## config.mk

```make
export PLATFORM = sky130hd
export DESIGN_NAME = keypad_scanner
export DESIGN_NICKNAME = d
export VERILOG_FILES = /design/src/rtl/keypad_scanner.sv
export SDC_FILE = /design/constraint.sdc
export NUM_CORES = 1
export LEC_CHECK = 0
export ABC_CLOCK_PERIOD_IN_PS = 4400
export BUFFER_PORTS_ARGS = -buffer_cell sky130_fd_sc_hd__buf_4
export CAP_MARGIN = 20
export CORE_MARGIN = 2
export CORE_UTILIZATION = 55
export DETAILED_ROUTE_END_ITERATION = 7
export PLACE_DENSITY_LB_ADDON = 0.25
export REMOVE_ABC_BUFFERS = 1
export SYNTH_ARGS = -nofsm -noshare
export SYNTH_HDL_FRONTEND = slang
export SYNTH_SLANG_ARGS = --single-unit
```

## constraint.sdc

```tcl
create_clock -name system_clock -period 4.4 [get_ports system_clock]
set_clock_uncertainty 0.05 [all_clocks]
set_input_delay 0.88 -clock system_clock [delete_from_list [all_inputs] [get_ports system_clock]]
set_output_delay 0.88 -clock system_clock [all_outputs]
set_load 0.05 [all_outputs]
```

## src/rtl/keypad_scanner.sv

```systemverilog
// Purpose : 4x4 matrix keypad scanner with debounced press and release detection.
// Latency : rows pass a 2-flop synchronizer; a key is accepted on the DEBOUNCE_TICKS-th stable tick, key_valid the cycle after.
// Backpressure: none; key_valid is a one-cycle pulse that is not held for a consumer.
//
// Ports:
//   system_clock  - single clock
//   cpu_rst_n     - asynchronous active-low reset
//   clock_enable  - scan-tick strobe; the FSM only advances when it is 1
//   row_in[3:0]   - keypad rows, active-low, asynchronous
//   col_out[3:0]  - column drive, active-low one-cold
//   key_code[3:0] - row_index*4 + col_index of the last accepted key
//   key_valid     - one-cycle pulse on acceptance
//   key_pressed   - high while an accepted key is held
module keypad_scanner #(
    parameter int DEBOUNCE_TICKS = 4
) (
    input  logic       system_clock,
    input  logic       cpu_rst_n,
    input  logic       clock_enable,
    input  logic [3:0] row_in,
    output logic [3:0] col_out,
    output logic [3:0] key_code,
    output logic       key_valid,
    output logic       key_pressed
);

    localparam logic [3:0] DB_TICKS = 4'(DEBOUNCE_TICKS);

    typedef enum logic [1:0] {
        SCAN     = 2'd0,
        DEBOUNCE = 2'd1,
        HELD     = 2'd2,
        RELEASE  = 2'd3
    } state_t;

    state_t     state, state_nxt;
    logic [3:0] row_meta, row_sync;
    logic [1:0] col_idx, col_idx_nxt;
    logic [3:0] pat, pat_nxt;
    logic [3:0] cnt, cnt_nxt, cnt_inc;
    logic [3:0] key_code_nxt;
    logic       key_valid_nxt, key_pressed_nxt;
    logic       rows_idle;
    logic [1:0] row_idx;
    logic       accept, release_done;

    // Synchronizer runs every clock regardless of the scan tick.
    always_ff @(posedge system_clock or negedge cpu_rst_n) begin
        if (!cpu_rst_n) begin
            row_meta <= 4'b1111;
            row_sync <= 4'b1111;
        end else begin
            row_meta <= row_in;
            row_sync <= row_meta;
        end
    end

    assign rows_idle = (row_sync == 4'b1111);
    assign col_out   = ~(4'b0001 << col_idx);

    // Saturating increment: the count never passes DEBOUNCE_TICKS.
    assign cnt_inc = (cnt < DB_TICKS) ? cnt + 4'd1 : cnt;

    // Acceptance only happens while row_sync equals the captured pattern,
    // so the row index can be taken straight from row_sync. Lowest row wins.
    always_comb begin
        row_idx = 2'd0;
        for (int r = 3; r >= 0; r--) begin
            if (!row_sync[r]) row_idx = 2'(r);
        end
    end

    always_comb begin
        state_nxt       = state;
        col_idx_nxt     = col_idx;
        pat_nxt         = pat;
        cnt_nxt         = cnt;
        key_code_nxt    = key_code;
        key_valid_nxt   = 1'b0;
        key_pressed_nxt = key_pressed;
        accept          = 1'b0;
        release_done    = 1'b0;

        if (clock_enable) begin
            case (state)
                SCAN: begin
                    if (rows_idle) begin
                        col_idx_nxt = col_idx + 2'd1;
                    end else begin
                        pat_nxt = row_sync;
                        cnt_nxt = 4'd1;
                        // A single-tick debounce accepts on the detecting tick.
                        if (DB_TICKS == 4'd1) accept = 1'b1;
                        else                  state_nxt = DEBOUNCE;
                    end
                end
                DEBOUNCE: begin
                    if (row_sync == pat) begin
                        cnt_nxt = cnt_inc;
                        if (cnt_inc >= DB_TICKS) accept = 1'b1;
                    end else begin
                        state_nxt   = SCAN;
                        col_idx_nxt = col_idx + 2'd1;
                    end
                end
                HELD: begin
                    if (rows_idle) begin
                        cnt_nxt = 4'd1;
                        if (DB_TICKS == 4'd1) release_done = 1'b1;
                        else                  state_nxt = RELEASE;
                    end
                end
                RELEASE: begin
                    if (rows_idle) begin
                        cnt_nxt = cnt_inc;
                        if (cnt_inc >= DB_TICKS) release_done = 1'b1;
                    end else begin
                        state_nxt = HELD;
                    end
                end
                default: state_nxt = SCAN;
            endcase
        end

        if (accept) begin
            key_code_nxt    = {row_idx, col_idx};
            key_valid_nxt   = 1'b1;
            key_pressed_nxt = 1'b1;
            state_nxt       = HELD;
        end
        if (release_done) begin
            key_pressed_nxt = 1'b0;
            state_nxt       = SCAN;
            col_idx_nxt     = col_idx + 2'd1;
        end
    end

    always_ff @(posedge system_clock or negedge cpu_rst_n) begin
        if (!cpu_rst_n) begin
            state       <= SCAN;
            col_idx     <= 2'd0;
            pat         <= 4'b1111;
            cnt         <= 4'd0;
            key_code    <= 4'h0;
            key_valid   <= 1'b0;
            key_pressed <= 1'b0;
        end else begin
            state       <= state_nxt;
            col_idx     <= col_idx_nxt;
            pat         <= pat_nxt;
            cnt         <= cnt_nxt;
            key_code    <= key_code_nxt;
            key_valid   <= key_valid_nxt;
            key_pressed <= key_pressed_nxt;
        end
    end

endmodule

```

After elaboration in Yosys (flattened, before gate mapping)
Index checks and enable logic that the tools add are counted. W data, S select, Z words.

Output and inout bits: 10. Word-level logic and storage cells: 73. Register bits after elaboration: 26.

Shift operators: 1. Reduce and logical (&&, ||, !) cells: 9. Eq/ne operators: 15. Add/sub/neg operators: 2. Multiplexer cells: 33. Bitwise gates (word level): 2. $lt $le $gt $ge: 2.

Operator list (number): $mux W2 (15); $mux W4 (5); $ne A4 B4 Y1 const B (4); $pmux W4 S4 (1); $mux W1 (10); $reduce_and A5 Y1 (2); $ne A2 B2 Y1 const B (4); $pmux W2 S4 (1); $ne A3 B3 Y1 const B (2); $reduce_bool A3 Y1 (2); $add A4 B1 Y4 const B (1); $eq A2 B2 Y1 const B (2); $eq A4 B4 Y1 (1); $eq A4 B4 Y1 const B (1); $ge A4 B3 Y1 const B (1); $lt A4 B3 Y1 const B (1); $not A4 Y4 (1); $pmux W2 S2 (1); $reduce_and A4 Y1 (1); $reduce_bool A2 Y1 (2); $shl A1 B2 Y4 const A (1); $reduce_and A3 Y1 (1); $add A2 B1 Y2 const B (1); $eq A2 B1 Y1 const B (1); 2 further kinds (2).

Logic depth before layout (Yosys ltp)
Gate-level depths: netlist (run 1).

Depth after elaboration: 9. Depth in mapped cells: 5. Mapped depth without buffers: 5.

Worst setup path before layout (run 1)
Ideal clock, no wire load.

Path kind: input to register. Start: input clock_enable. End: register cnt[1]. Stages on the path: 4. Arrival time: 1965 ps. Slack: 2261 ps. Path buffers: 0. Data required time: 4225 ps. Path through: or3b_1 > or2_0 > o22ai_1 > mux2_2.

Word-level cells in the longest chain between the ends: 1.

RTL lines: from (decl) (line 19) `input logic clock_enable,`; $reduce_and A5 Y1 (no source line); to (signal assigned) (line 151) `cnt <= cnt_nxt;`; to (decl) (line 40) `logic [3:0] cnt, cnt_nxt, cnt_inc;`.

Every way passes these cells. A chain may end at the register's enable or synchronous reset.

Worst setup path in the final report (run 1)
Start: register col_idx[0]. End: output col_out[2].

Word-level cells in the longest chain between the ends: 2.

RTL lines: from (decl) (line 38) `logic [1:0] col_idx, col_idx_nxt;`; from (signal assigned) (line 149) `col_idx <= col_idx_nxt;`; $shl A1 B2 Y4 (line 59) `assign col_out = ~(4'b0001 << col_idx);`; $not A4 Y4 (line 59); to (decl) (line 21) `output logic [3:0] col_out,`.

Every way passes these cells.

==> results.cfg, run 1 <==
[sta]
fin_crit_ps = 2257
fin_crit_sh_pct = 51.30
finalHoldViolations = 0
max_freq_mhz = 443.1
slew_viol_final = 0
grt_setup_unrepaired = false
setup_viol = 0
finalSetupTns_ps = 0
worst_slew_pin_slew_ps = 533.3
maxSlewHeadroom_pct = 64.14

[clock_network]
cts-buffers-inserted = 3
path_clk_slew_ps = 130
cts.sinks = 26
cts.repair.resized = 0
cts_setup_buffers = 0
htreeDepth = 1
cts_root_buf = clkbuf_4
holdBufCountCts = 0
cts_buffer_depth = 2
insertion_delay_ps = 320
cts_tree = done

[status]
status = complete, no violations

[global_routing]
antenna_found_initial = 0
groute.usage.overall_pct = 18.34
grt-ovfl-total = 0
grt_max_degree = 27
grt_first_pass_wirelength_mm = 3.360
grt_pass1_vias = 807

[cells_and_area]
drive_gt1_share_pct = 33.33
num-fill-cells = 156
fin_nets = 130
antenna_cells = 0
stdcell_count = 144
area_delta_synth_final_pct = 16.11

[yosys]
synth.distinct_cells = 35
synthMuxAreaShare_pct = 7.277
synth_compound_area_share_pct = 12.27
synthSimpleGateAreaFrac_pct = 12.47
synth.avg_cell_area_um2 = 12.16
synth_edf_count = 0
synth_ff_type = dfrtp_1
syn_inst = 99
ys_ff_latch = 26
synthAdderAreaFrac_pct = 5.198
syn-cell-area_mm2 = 0.001204
synth_top_family_by_area = simple AND/OR/NAND/NOR gates
yosys_warnings = 0
synthArstFlopShare_pct = 100.0
ys_seq_area_share_pct = 55.30
synthXorXnorAreaFrac_pct = 4.366

[min_path]
min_path_type = reg2reg
min_from = row_meta[3]

[worst_setup_path]
arrival_ps = 1330
worst-setup-path-type = reg2out
crit_path_start_kind = flop
slowest_stage = dfrtp_1
r2r_start = row_sync[3]
cp.required_ps = 3470
crit_path_frequent_cell = inv_1
cp-end-kind = output pin
startpoint = col_idx[0]
worstPathCellList = inv_1 -> ha_1 -> inv_1 -> buf_4
slowest_delay_ps = 460
crit_path_max_fanout = 5

[pwr]
irDropWorstVdd_mv = 0.4442
p_int_mw = 0.5583
total_leakage_power_nw = 0.6479
p_comb_share_pct = 44.9
sw_frac_of_total_pct = 41.10
power_switching_mw = 0.3896
seq_power_share_pct = 40.6
powerDensity_mw_per_mm2 = 678.2
p_clk_share_pct = 14.5

[routing]
via_count = 819
ant_nets = 0
firstDrtPassIters = 2
wire_per_inst_um = 13.85
route.detailed.drc = 0
vias_per_cell = 5.688
drt-initial-drc-count = 1
wl_mm = 1.995

[die]
core_mm2 = 0.002022
std_cell_rows = 16
initial_utilization_pct = 59.53
pin_count = 17
die_area_mm2 = 0.002579
die_w_um = 50.78
die_y_um = 50.78

[placed_design]
hpwl_mm = 1.486
port_buffers = 16
dp.cells = 140
gp_congestion = 0.8528

[job]
maxCapViolCount = 0
==> worst max-delay path: cells and delay by family (launching register included) <==
kind	cells	cell delay, ps
flip-flops	1	460
adder cells (fa/ha/maj)	1	210
buffers and inverters	3	350
==> stage by stage <==
step	total power, mW	area (µm²)	setup WS, ps	hold slack (ps)	util [%]
after floorplan	0.6943	1196	2261	295.2	-
after global placement	0.7927	1350	2101	295.4	66.77
after detailed placement	0.8158	1350	2051	296.9	66.77
after CTS	0.9596	1398	2135	316.7	69.12
after global routing	1.006	1398	2044	319.3	69.12
final	0.9479	1398	2143	315.1	69.12
==> worst paths after layout <==
path | to | slack [ps] | cells after the start
max | col_out[2] | 2140 | 4
min in group asynchronous | key_code[2] | 380 | 1
min reg2reg | row_sync[3] | 320 | 0
max reg2reg | key_code[3] | 2360 | 5
max in group asynchronous | pat[2] | 3620 | 1
min | row_sync[3] | 320 | 0
==> synth_stat cells, types with 3 or more instances <==
library cell	count	area [µm²]
a21boi_0	4	30.03
dfrtp_1	14	350.3
dfstp_2	12	315.3
ha_1	5	62.56
inv_1	7	26.28
mux2_2	4	45.04
nand2_1	5	18.77
nor2_1	3	11.26
o22a_1	4	35.03
xnor2_1	6	52.55
==> placed cells by master, fill, tap and decap left out, drive strengths merged, types with 3 or more instances in the layout <==
cell type,netlist,final
mux2,6,6
dfstp,12,12
buf,0,16
ha,5,5
xnor2,6,6
o22a,4,4
inv,8,8
nand2,5,5
nor2,3,3
dfrtp,14,14
clkbuf,2,4
a21boi,4,4
==> registers in the layout, indices dropped and copies added, names as in the netlist <==
name,cells
pat,4
key_code,4
key_valid,1
col_idx,2
cnt,4
key_pressed,1
row_meta,4
row_sync,4
state,2
==> layer usage <==
layer	part of all wire, %	global-route usage, %	routed length, µm	up-vias
met5	0	0	0	-
met4	3.6	11.71	72	0
met3	5.0	6.845	99	10
met2	53	32.02	1048	22
met1	39	18.07	775	404
li1	-	-	-	383
==> power by group through the flow <==
stage / sequential [mW] / clock, mW / combinational [mW]
2_1_floorplan: 0.433 / 0 / 0.262
3_3_place_gp: 0.383 / 0 / 0.410
5_1_grt: 0.396 / 0.152 / 0.457
6_report: 0.385 / 0.138 / 0.425
4_1_cts: 0.386 / 0.146 / 0.428
3_5_place_dp: 0.390 / 0 / 0.426
==> cell families after synthesis <==
kind of cell,count (synthesis)
flops,26
simple gates,24
compound gates,20
buf+inv,10
mux,8
xor+xnor,6
fa+ha+maj,5
==> final cells by class <==
class	instances	area (µm²)	area share, %
Clock buffer	4	47.55	3.402
Tap cell	27	33.78	2.417
Timing Repair Buffer	16	120.1	8.594
Sequential cell	26	665.6	47.63
Inverter	8	30.03	2.149
Multi-Input combinational cell	63	500.5	35.81
Note: power is estimated with default switching activity, not from simulation.
==> run 2: changes to the inputs <==
ABC_AREA = 1   (was unset)
ABC_CLOCK_PERIOD_IN_PS = 2300   (was 4400)
clock period = 2.3 ns   (was 4.4 ns; I/O delays follow)
==> run 2 against run 1 <==
Combinational power fell by 64%. Sequential power is 37% higher. Global-route usage increased by 1.6 points. Utilization decreased by 1.4 points. Sequential share of layout area is 2.7 points lower. Count of clock-buffer cells in the layout unchanged.
==> results.cfg, run 2 <==
[pwr]
seq_power_share_pct = 55.3
power_switching_mw = 0.2728
irDropWorstVdd_mv = 0.6031
p_clk_share_pct = 28.5
p_comb_share_pct = 16.2
powerDensity_mw_per_mm2 = 645.6
sw_frac_of_total_pct = 28.50
total_leakage_power_nw = 0.7359
p_int_mw = 0.6844

[worst_setup_path]
cp-end-kind = output pin
slowest_delay_ps = 440
cp.required_ps = 1790
arrival_ps = 1310
slowest_stage = dfrtp_1
r2r_cells = 9
worstPathCellList = inv_1 -> ha_1 -> inv_1 -> buf_4
worst-setup-path-type = reg2out
crit_path_max_fanout = 4
rrSetupSlack_ps = 760
crit_path_frequent_cell = inv_1
crit_family = flip-flops
crit_path_start_kind = flop
crit_buf_inv = 3
worst-path-stages = 4

[sta]
max_freq_mhz = 548.1
maxSlewHeadroom_pct = 76.17
setup_viol = 0
worst_slew_pin_slew_ps = 353.0
fin_crit_sh_pct = 79.32
fin_crit_ps = 1824
finalHoldViolations = 0
grt_setup_unrepaired = false
slew_viol_final = 0
finalSetupTns_ps = 0

[yosys]
yosysTopAreaCell = dfrtp_1
syn_inst = 141
yosys_warnings = 0
yosysMostFrequentCell = nand2_1
synth_ff_type = dfrtp_1
netlist_top_cells_count = nand2_1, inv_1, dfrtp_1
synth_edf_count = 0
synthArstFlopShare_pct = 100.0
synth.avg_cell_area_um2 = 9.007
ys_ff_latch = 26
netlist_top_cells_area = dfrtp_1, dfstp_2, nand2_1, inv_1, ha_1
syn-cell-area_mm2 = 0.001270
synth_top_area_share_pct = 27.59
ys_seq_area_share_pct = 52.41
synth.distinct_cells = 23

[global_routing]
grt_pass1_vias = 927
grt-ovfl-total = 0
grt_first_pass_wirelength_mm = 3.967
antenna_found_initial = 0
groute.usage.overall_pct = 19.98
grt_max_degree = 27

[status]
status = complete, no violations

[die]
die_y_um = 52.05
die_w_um = 52.05
pin_count = 17
die_area_mm2 = 0.002709
std_cell_rows = 17
initial_utilization_pct = 57.97
core_mm2 = 0.002191

[routing]
route.detailed.drc = 0
vias_per_cell = 4.947
wire_per_inst_um = 11.64
wl_mm = 2.212
drt-initial-drc-count = 11
ant_nets = 0
firstDrtPassIters = 3
via_count = 940

[cells_and_area]
fin_nets = 175
drive_gt1_share_pct = 30.25
antenna_cells = 0
stdcell_count = 190
area_delta_synth_final_pct = 16.75
mostFrequentLayoutCell = nand2_1
mostFrequentLayoutCells = nand2_1, inv_1, buf_4, dfrtp_1, dfstp_2

[clock_network]
holdBufCountCts = 1
insertion_delay_ps = 320
cts.repair.resized = 0
cts_root_buf = clkbuf_4
cts_setup_buffers = 0
cts_tree = done
cts.sinks = 26
cts_buffer_depth = 2
htreeDepth = 1
path_clk_slew_ps = 140
cts-buffers-inserted = 3

[placed_design]
hpwl_mm = 1.603
port_buffers = 16
dp.cells = 185
gp_congestion = 0.8388

[min_path]
whs_path_depth = 1
min_path_type = in2reg

[job]
maxCapViolCount = 0
==> run 2: cells by family after synthesis <==
| group | count (synthesis) | synth area share (%) |
|---|---|---|
| adders and majority gates | 5 | 4.926 |
| and+or+nand+nor | 67 | 27.49 |
| DFF | 26 | 52.41 |
| buffers and inverters | 24 | 7.094 |
| AOI/OAI and AO/OA | 19 | 8.079 |
==> run 2: final cells by class <==
type                       instances  area, µm²
fill                             185      708.2
sequential                        26      665.6
multi-input combinational         91      514.2
timing repair buffer              17      130.1
inverter                          24      90.09
clock buffer                       4      47.55
tap                               28      35.03
==> run 2: path summary, 6_finish.rpt <==
check,start,endpoint
min in group asynchronous,cpu_rst_n,key_code[3]
worst min-delay path,row_in[1],row_meta[1]
worst min register to register,row_meta[2],row_sync[2]
worst max-delay path,col_idx[0],col_out[0]
max in group asynchronous,cpu_rst_n,row_meta[1]
worst max register to register,row_sync[2],cnt[1]
==> run 2: power by group through the flow <==
stage	clock (mW)	combinational [mW]	sequential, mW
global placement	0	0.149	0.533
detailed placement	0	0.155	0.535
global route	0.291	0.180	0.534
floorplan	0	0.113	0.525
CTS	0.279	0.157	0.528
finish	0.273	0.155	0.529
==> run 2: per-layer routing <==
metal	global-route usage [%]	routed length [µm]	up-vias	share of wire, %
met5	0	0	-	0
met4	10.53	46	0	2.1
met3	1.724	41	4	1.9
met2	33.97	1090	11	49
met1	25.14	1034	445	47
li1	-	-	480	-
==> run 2: per-stage QoR <==
| step | util (%) | hold slack (ps) | setup WS (ps) | cell area (µm²) | total power [mW] |
|---|---|---|---|---|---|
| 6_report | 67.68 | 171.6 | 475.7 | 1483 | 0.9572 |
| 5_1_grt | 67.68 | 149.5 | 395.1 | 1483 | 1.006 |
| 4_1_cts | 67.68 | 164.1 | 462.6 | 1483 | 0.9637 |
| 3_5_place_dp | 65.05 | 297.3 | 774.8 | 1425 | 0.6895 |
| 3_3_place_gp | 65.05 | 295.6 | 821.9 | 1425 | 0.6815 |
| 2_1_floorplan | - | 114.4 | 848.2 | 1270 | 0.6388 |
